<file path="src/rtl/regwrite_scheduler_pkg.sv">
// Shared widths and grant encoding for the register-file write scheduler.
package regwrite_scheduler_pkg;

  localparam int DW       = 32;
  localparam int AW       = 4;
  localparam int NUM_REGS = 2 ** AW;

  typedef enum logic [1:0] {
    GNT_NONE = 2'd0,
    GNT_WB   = 2'd1,
    GNT_MD   = 2'd2
  } gnt_e;

endpackage

</file>
<file path="src/rtl/regwrite_scheduler_if.sv">
// Bundle of the writeback, MulDiv, issue, operand-check and register-file write signals.
interface regwrite_scheduler_if import regwrite_scheduler_pkg::*; ();

  logic          wb_valid;
  logic [AW-1:0] wb_rd;
  logic [DW-1:0] wb_data;
  logic          wb_ready;

  logic          md_valid;
  logic [AW-1:0] md_rd;
  logic [DW-1:0] md_data;
  logic          md_ready;

  logic          issue_valid;
  logic [AW-1:0] issue_rd;
  logic          issue_ready;

  logic [AW-1:0] chk_rs1;
  logic [AW-1:0] chk_rs2;
  logic [AW-1:0] chk_rd;
  logic [2:0]    chk_en;
  logic          hazard_stall;

  logic [AW-1:0] reg_wr1;
  logic [DW-1:0] reg_wr1_data;
  logic          wr1_enable;

  // Pipeline / MulDiv / register-file side
  modport master (
    output wb_valid, wb_rd, wb_data,
    output md_valid, md_rd, md_data,
    output issue_valid, issue_rd,
    output chk_rs1, chk_rs2, chk_rd, chk_en,
    input  wb_ready, md_ready, issue_ready, hazard_stall,
    input  reg_wr1, reg_wr1_data, wr1_enable
  );

  // Scheduler side
  modport slave (
    input  wb_valid, wb_rd, wb_data,
    input  md_valid, md_rd, md_data,
    input  issue_valid, issue_rd,
    input  chk_rs1, chk_rs2, chk_rd, chk_en,
    output wb_ready, md_ready, issue_ready, hazard_stall,
    output reg_wr1, reg_wr1_data, wr1_enable
  );

endinterface

</file>
<file path="src/rtl/regwrite_scheduler_scoreboard.sv">
// Busy scoreboard for registers with an outstanding MulDiv result; gates issue and flags operand hazards.
module regwrite_scheduler_scoreboard import regwrite_scheduler_pkg::*; #(
  parameter int MAX_OUTSTANDING = 4
) (
  input  logic          clock,
  input  logic          reset,
  input  logic          issue_valid_i,
  input  logic [AW-1:0] issue_rd_i,
  output logic          issue_ready_o,
  input  logic          clr_en_i,
  input  logic [AW-1:0] clr_rd_i,
  input  logic [AW-1:0] chk_rs1_i,
  input  logic [AW-1:0] chk_rs2_i,
  input  logic [AW-1:0] chk_rd_i,
  input  logic [2:0]    chk_en_i,
  output logic          hazard_stall_o
);

  localparam int             CW      = $clog2(MAX_OUTSTANDING + 1);
  localparam logic [CW-1:0]  CNT_MAX = CW'(MAX_OUTSTANDING);

  logic [NUM_REGS-1:0] busy_q, busy_d;
  logic [CW-1:0]       out_cnt_q, out_cnt_d;
  logic                set_en;
  logic                clr_hit;

  // Issue permission and hazard lookup from the current-cycle busy bits (no same-cycle bypass)
  always_comb begin
    issue_ready_o  = !reset && !busy_q[issue_rd_i] && (out_cnt_q < CNT_MAX);
    set_en         = issue_valid_i && issue_ready_o;
    // Only count a clear that actually retires a busy bit, keeping out_cnt == popcount(busy)
    clr_hit        = clr_en_i && busy_q[clr_rd_i];
    hazard_stall_o = !reset && ((chk_en_i[0] && busy_q[chk_rs1_i]) ||
                                (chk_en_i[1] && busy_q[chk_rs2_i]) ||
                                (chk_en_i[2] && busy_q[chk_rd_i]));
  end

  // Next busy vector and outstanding count; a set and a clear never hit the same register
  always_comb begin
    busy_d    = busy_q;
    out_cnt_d = out_cnt_q;
    if (clr_hit) busy_d[clr_rd_i]   = 1'b0;
    if (set_en)  busy_d[issue_rd_i] = 1'b1;
    case ({set_en, clr_hit})
      2'b10:   out_cnt_d = out_cnt_q + CW'(1);
      2'b01:   out_cnt_d = out_cnt_q - CW'(1);
      default: out_cnt_d = out_cnt_q;
    endcase
  end

  // Scoreboard state
  always_ff @(posedge clock) begin
    if (reset) begin
      busy_q    <= '0;
      out_cnt_q <= '0;
    end else begin
      busy_q    <= busy_d;
      out_cnt_q <= out_cnt_d;
    end
  end

endmodule

</file>
<file path="src/rtl/regwrite_scheduler.sv">
// Shares the register-file write port between pipeline writeback and a one-entry MulDiv hold buffer,
// with a bounded-starvation priority so a held MulDiv result cannot lose to writeback forever.
module regwrite_scheduler import regwrite_scheduler_pkg::*; #(
  parameter int STARVE_LIMIT    = 3,
  parameter int MAX_OUTSTANDING = 4
) (
  input logic                 clock,
  input logic                 reset,
  regwrite_scheduler_if.slave bus
);

  localparam logic [3:0] STARVE_MAX = 4'(STARVE_LIMIT);

  logic          hold_v_q, hold_v_d;
  logic [AW-1:0] hold_rd_q, hold_rd_d;
  logic [DW-1:0] hold_data_q, hold_data_d;
  logic [3:0]    starve_q, starve_d;
  logic          force_hold;
  logic          md_take;
  gnt_e          gnt;

  // Arbitration: a starved hold entry beats writeback, otherwise writeback has priority
  always_comb begin
    force_hold = hold_v_q && (starve_q == STARVE_MAX);
    gnt        = GNT_NONE;
    if (reset)              gnt = GNT_NONE;
    else if (force_hold)    gnt = GNT_MD;
    else if (bus.wb_valid)  gnt = GNT_WB;
    else if (hold_v_q)      gnt = GNT_MD;
    bus.wb_ready = !reset && !force_hold;
    bus.md_ready = !reset && !hold_v_q;
    md_take      = bus.md_valid && bus.md_ready;
  end

  // Register-file write port driven by the winner in the same cycle
  always_comb begin
    bus.wr1_enable   = 1'b0;
    bus.reg_wr1      = '0;
    bus.reg_wr1_data = '0;
    case (gnt)
      GNT_WB: begin
        bus.wr1_enable   = 1'b1;
        bus.reg_wr1      = bus.wb_rd;
        bus.reg_wr1_data = bus.wb_data;
      end
      GNT_MD: begin
        bus.wr1_enable   = 1'b1;
        bus.reg_wr1      = hold_rd_q;
        bus.reg_wr1_data = hold_data_q;
      end
      default: ;
    endcase
  end

  // Hold buffer and starvation counter next state
  always_comb begin
    hold_v_d    = hold_v_q;
    hold_rd_d   = hold_rd_q;
    hold_data_d = hold_data_q;
    starve_d    = starve_q;
    if (gnt == GNT_MD) hold_v_d = 1'b0;
    if (md_take) begin
      hold_v_d    = 1'b1;
      hold_rd_d   = bus.md_rd;
      hold_data_d = bus.md_data;
    end
    if (!hold_v_q || gnt == GNT_MD)
      starve_d = '0;
    else if (gnt == GNT_WB && starve_q != STARVE_MAX)
      starve_d = starve_q + 4'd1;
  end

  // Control state is reset; the held address/data only matter while hold_v is set
  always_ff @(posedge clock) begin
    if (reset) begin
      hold_v_q <= 1'b0;
      starve_q <= '0;
    end else begin
      hold_v_q <= hold_v_d;
      starve_q <= starve_d;
    end
    hold_rd_q   <= hold_rd_d;
    hold_data_q <= hold_data_d;
  end

  regwrite_scheduler_scoreboard #(
    .MAX_OUTSTANDING(MAX_OUTSTANDING)
  ) u_scoreboard (
    .clock         (clock),
    .reset         (reset),
    .issue_valid_i (bus.issue_valid),
    .issue_rd_i    (bus.issue_rd),
    .issue_ready_o (bus.issue_ready),
    .clr_en_i      (gnt == GNT_MD),
    .clr_rd_i      (hold_rd_q),
    .chk_rs1_i     (bus.chk_rs1),
    .chk_rs2_i     (bus.chk_rs2),
    .chk_rd_i      (bus.chk_rd),
    .chk_en_i      (bus.chk_en),
    .hazard_stall_o(bus.hazard_stall)
  );

endmodule

</file>
<file path="src/flat_wrapper.sv">
// flat-port wrapper written by rule: the top's interface ports become plain ports
module regwrite_scheduler_flat import regwrite_scheduler_pkg::*;
#(
  parameter int STARVE_LIMIT    = 3,
  parameter int MAX_OUTSTANDING = 4
)
  (clock, reset, bus_wb_valid, bus_wb_rd, bus_wb_data, bus_md_valid, bus_md_rd, bus_md_data, bus_issue_valid, bus_issue_rd, bus_chk_rs1, bus_chk_rs2, bus_chk_rd, bus_chk_en, bus_wb_ready, bus_md_ready, bus_issue_ready, bus_hazard_stall, bus_reg_wr1, bus_reg_wr1_data, bus_wr1_enable);
  regwrite_scheduler_if bus_i ();
  input logic clock;
  input logic reset;
  input wire logic [$bits(bus_i.wb_valid)-1:0] bus_wb_valid;
  input wire logic [$bits(bus_i.wb_rd)-1:0] bus_wb_rd;
  input wire logic [$bits(bus_i.wb_data)-1:0] bus_wb_data;
  input wire logic [$bits(bus_i.md_valid)-1:0] bus_md_valid;
  input wire logic [$bits(bus_i.md_rd)-1:0] bus_md_rd;
  input wire logic [$bits(bus_i.md_data)-1:0] bus_md_data;
  input wire logic [$bits(bus_i.issue_valid)-1:0] bus_issue_valid;
  input wire logic [$bits(bus_i.issue_rd)-1:0] bus_issue_rd;
  input wire logic [$bits(bus_i.chk_rs1)-1:0] bus_chk_rs1;
  input wire logic [$bits(bus_i.chk_rs2)-1:0] bus_chk_rs2;
  input wire logic [$bits(bus_i.chk_rd)-1:0] bus_chk_rd;
  input wire logic [$bits(bus_i.chk_en)-1:0] bus_chk_en;
  output wire logic [$bits(bus_i.wb_ready)-1:0] bus_wb_ready;
  output wire logic [$bits(bus_i.md_ready)-1:0] bus_md_ready;
  output wire logic [$bits(bus_i.issue_ready)-1:0] bus_issue_ready;
  output wire logic [$bits(bus_i.hazard_stall)-1:0] bus_hazard_stall;
  output wire logic [$bits(bus_i.reg_wr1)-1:0] bus_reg_wr1;
  output wire logic [$bits(bus_i.reg_wr1_data)-1:0] bus_reg_wr1_data;
  output wire logic [$bits(bus_i.wr1_enable)-1:0] bus_wr1_enable;
  assign bus_i.wb_valid = bus_wb_valid;
  assign bus_i.wb_rd = bus_wb_rd;
  assign bus_i.wb_data = bus_wb_data;
  assign bus_i.md_valid = bus_md_valid;
  assign bus_i.md_rd = bus_md_rd;
  assign bus_i.md_data = bus_md_data;
  assign bus_i.issue_valid = bus_issue_valid;
  assign bus_i.issue_rd = bus_issue_rd;
  assign bus_i.chk_rs1 = bus_chk_rs1;
  assign bus_i.chk_rs2 = bus_chk_rs2;
  assign bus_i.chk_rd = bus_chk_rd;
  assign bus_i.chk_en = bus_chk_en;
  assign bus_wb_ready = bus_i.wb_ready;
  assign bus_md_ready = bus_i.md_ready;
  assign bus_issue_ready = bus_i.issue_ready;
  assign bus_hazard_stall = bus_i.hazard_stall;
  assign bus_reg_wr1 = bus_i.reg_wr1;
  assign bus_reg_wr1_data = bus_i.reg_wr1_data;
  assign bus_wr1_enable = bus_i.wr1_enable;
  regwrite_scheduler #(.STARVE_LIMIT(STARVE_LIMIT), .MAX_OUTSTANDING(MAX_OUTSTANDING)) u_core (.clock(clock), .reset(reset), .bus(bus_i));
endmodule
</file>
<file path="config.mk">
export PLATFORM = sky130hd
export DESIGN_NAME = regwrite_scheduler_flat
export DESIGN_NICKNAME = d
export VERILOG_FILES = /design/src/rtl/regwrite_scheduler_pkg.sv /design/src/rtl/regwrite_scheduler_if.sv /design/src/rtl/regwrite_scheduler_scoreboard.sv /design/src/rtl/regwrite_scheduler.sv /design/src/flat_wrapper.sv
export SDC_FILE = /design/constraint.sdc
export NUM_CORES = 1
export LEC_CHECK = 0
export ABC_AREA = 1
export CORE_UTILIZATION = 40
export DETAILED_ROUTE_END_ITERATION = 10
export HOLD_SLACK_MARGIN = 0.12
export PLACE_DENSITY = 0.77
export SYNTH_ARGS = -nofsm -noshare
export SYNTH_HDL_FRONTEND = slang
export SYNTH_SLANG_ARGS = --single-unit
</file>
<file path="constraint.sdc">
create_clock -name clock -period 4.13 [get_ports clock]
set_input_delay 0.6195 -clock clock [delete_from_list [all_inputs] [get_ports clock]]
set_output_delay 0.6195 -clock clock [all_outputs]
set_load 0.1 [all_outputs]
</file>
==> out/metrics.cfg <==
[run_status]
outcome=completed

[die]
dieArea_um2=10100
die_height_um=101
die_x_um=101
num_rows=35
io_pins=137
start_util_pct=41.8
coreArea_um2=9330

[timing]
rsz0062_at_grt=false
layout_setup_ws_ps=663
hold_viol=0
maxSlewHeadroom_pct=60.5
fmax_mhz=288
min_period_ps=3470
fin_hold_ws_ps=470
clock_skew_ps=11.8
slew_violations=0
post-route-period-util_pct=84.0
worst_pin_slew_ps=591
setup_viol=0

[place]
routabilityCongestion=0.925
preCtsSetupSlack_ps=412
port_buffers=136
dp_hpwl_mm=9.68

[clocking]
clock_sinks=60
htreeDepth=3
cts_tree=yes
clkTransAtPathRegs_ps=70
numCtsBuffers=9
root_buffer=clkbuf_8
clockBufferDepth=2
cts_setup_buffers=0
ctsHoldBuffers=0
clk_latency_ps=360
cts_resized=0

[worst_setup_path]
crit_path_start=u_core.starve_q[0]
crit_path_top_delay_cell=ha_2
rr_startpoint=u_core.starve_q[0]
crit_path_end_kind=output pin
path_cells=ha_1 > inv_1 > nor3_1 > a21oi_2 > nand2_1 > inv_1 > ha_2 > buf_4 > a21oi_2 > buf_12
required_ps=3510
r2r_setup_slack_ps=1040
path_delay_family=adder cells
max_stage_delay_ps=560
worstSetupStartpointType=flop
critPathBufInv=4
cp.arrival_ps=2850
path_class=flop to output pin
path_max_fanout=22

[min_path]
hp-class=flop to flop
holdCritStartpoint=u_core.u_scoreboard.out_cnt_q[2]

[synth]
syn-num-nets=680
synthFlopType=edfxtp_1
syn_inst=579
async_flop_share_pct=0
yosysSeqAreaShare_pct=40.1
synth.avg_cell_area_um2=6.73
mappedNetlistArea_um2=3900
ys_seq_elements=60
yosys_warnings=0
ys_types=30
synth_edf_count=36

[final_layout]
drive_gt1_share_pct=14.8
area_growth_pct=53.9
nNetsFinal=807
nFillCells=825
antenna_cells=0

[job]
drv_cap=0

[power]
power_density_nw_per_um2=282
p_leak_nw=2.37
ir_worst_vdd_mv=0.205

[global_routing]
grt_max_degree=37
antenna_found_initial=0
grt_pass1_wl_mm=20.2
grt_usage_pct=26.1
grt_pass1_vias=4374
grt_remaining_overflow=0

[route]
vias=4323
wl_per_cell_um=15.0
drt.antenna.violating_nets=0
remaining_drc_errors=0
routed_wl_mm=12.6
drt_first_pass_iters=5
drt_iter0_markers=173
via_per_inst=5.15

==> worst reg2reg max path, cell delays in order (launching register included) <==
cell	delay, ps
dfxtp_1	370
ha_1	160
inv_1	60
nor3_1	340
o21ai_0	220
inv_1	100
ha_1	160
buf_4	210
nand2_1	120
nor3_1	320
ha_1	280
fa_1	430
o21ai_0	170
nor2_1	50
==> placed cells by master (no fill, tap or decap), drive strengths merged <==
cell type | Yosys | layout
a21oi | 61 | 61
clkbuf | 13 | 10
bufinv | 0 | 2
dfxtp | 24 | 24
nand3 | 52 | 52
nand4 | 17 | 17
inv | 58 | 58
nand2 | 219 | 219
or2 | 2 | 2
nor3 | 3 | 3
edfxtp | 36 | 36
buf | 14 | 48
nand3b | 1 | 1
nor2 | 55 | 55
clkdlybuf4s50 | 0 | 95
and2 | 1 | 1
o211ai | 4 | 4
o21a | 1 | 1
ha | 4 | 4
o21ai | 13 | 13
clkinv | 0 | 3
fa | 1 | 1
==> synthesized netlist by cell type (4+ instances only) <==
cell      instances  area (µm²)
nand2_1         218         818
a21oi_1          60         300
inv_1            55         206
nor2_1           52         195
nand3_1          50         250
edfxtp_1         36        1080
dfxtp_1          24         480
nand4_1          17         106
clkbuf_1         13        48.8
o21ai_0          10        50.1
buf_6             6        67.6
ha_1              4        50.1
o211ai_1          4        30.0
==> path summary, 6_finish.rpt <==
| check | end | cells past startpoint |
|---|---|---|
| max | bus_reg_wr1_data[27] | 10 |
| min | u_core.u_scoreboard.out_cnt_q[2] | 1 |
| max reg2reg | u_core.u_scoreboard.out_cnt_q[1] | 13 |
| min reg2reg | u_core.u_scoreboard.out_cnt_q[2] | 1 |
==> cells by family (layout without fill, tap and decap cells) <==
group	after synthesis	count (layout)	share of synthesized area [%]
and+or+nand+nor	350	350	37.6
DFF	60	60	40.1
adders and majority gates	5	5	1.80
AOI/OAI and AO/OA	79	79	10.8
buffers and inverters	85	216	9.76
==> per-layer routing <==
layer,wire [µm],part of all wire [%],track usage (%),vias up
met2,6120,49,45.4,194
met5,0,0,0,-
met3,1150,9.1,9.36,39
li1,-,-,-,2127
met1,4780,38,27.5,1963
met4,551,4.4,14.5,0
==> sequential cells by signal (all words and copies together) (netlist names) <==
register,flops
u_core.u_scoreboard.busy_q,16
u_core.hold_rd_q,4
u_core.u_scoreboard.out_cnt_q,3
u_core.hold_data_q,32
u_core.hold_v_q,1
u_core.starve_q,4
==> metrics by stage <==
| stage | setup TNS [ps] | utilization (%) | total power, W | instances | cell area [µm²] |
|---|---|---|---|---|---|
| 3_5_place_dp | 0 | 62.1 | 0.00113 | 824 | 5790 |
| 5_1_grt | 0 | 64.3 | 0.00175 | 839 | 6000 |
| 3_3_place_gp | 0 | 62.1 | 0.00112 | 824 | 5790 |
| 2_1_floorplan | -2940 | - | 0.000940 | 579 | 4010 |
| 4_1_cts | 0 | 64.3 | 0.00170 | 839 | 6000 |
| 6_report | 0 | 64.3 | 0.00169 | 839 | 6000 |
==> area by class of cell <==
class,count,area (µm²),share of cell area (%)
multi-input combinational,434,2070,34.6
timing repair buffer,143,1770,29.6
sequential,60,1560,26.0
inverter,58,223,3.71
tap,129,161,2.69
clock buffer,10,128,2.13
clock inverter,5,77.6,1.29
==> power by group <==
part           internal [W]  switching, W
logic              0.000176      0.000266
clock network      0.000334      0.000239
registers          0.000660     0.0000139
total               0.00117      0.000519
No activity file was read; power rests on OpenSTA's default activity.
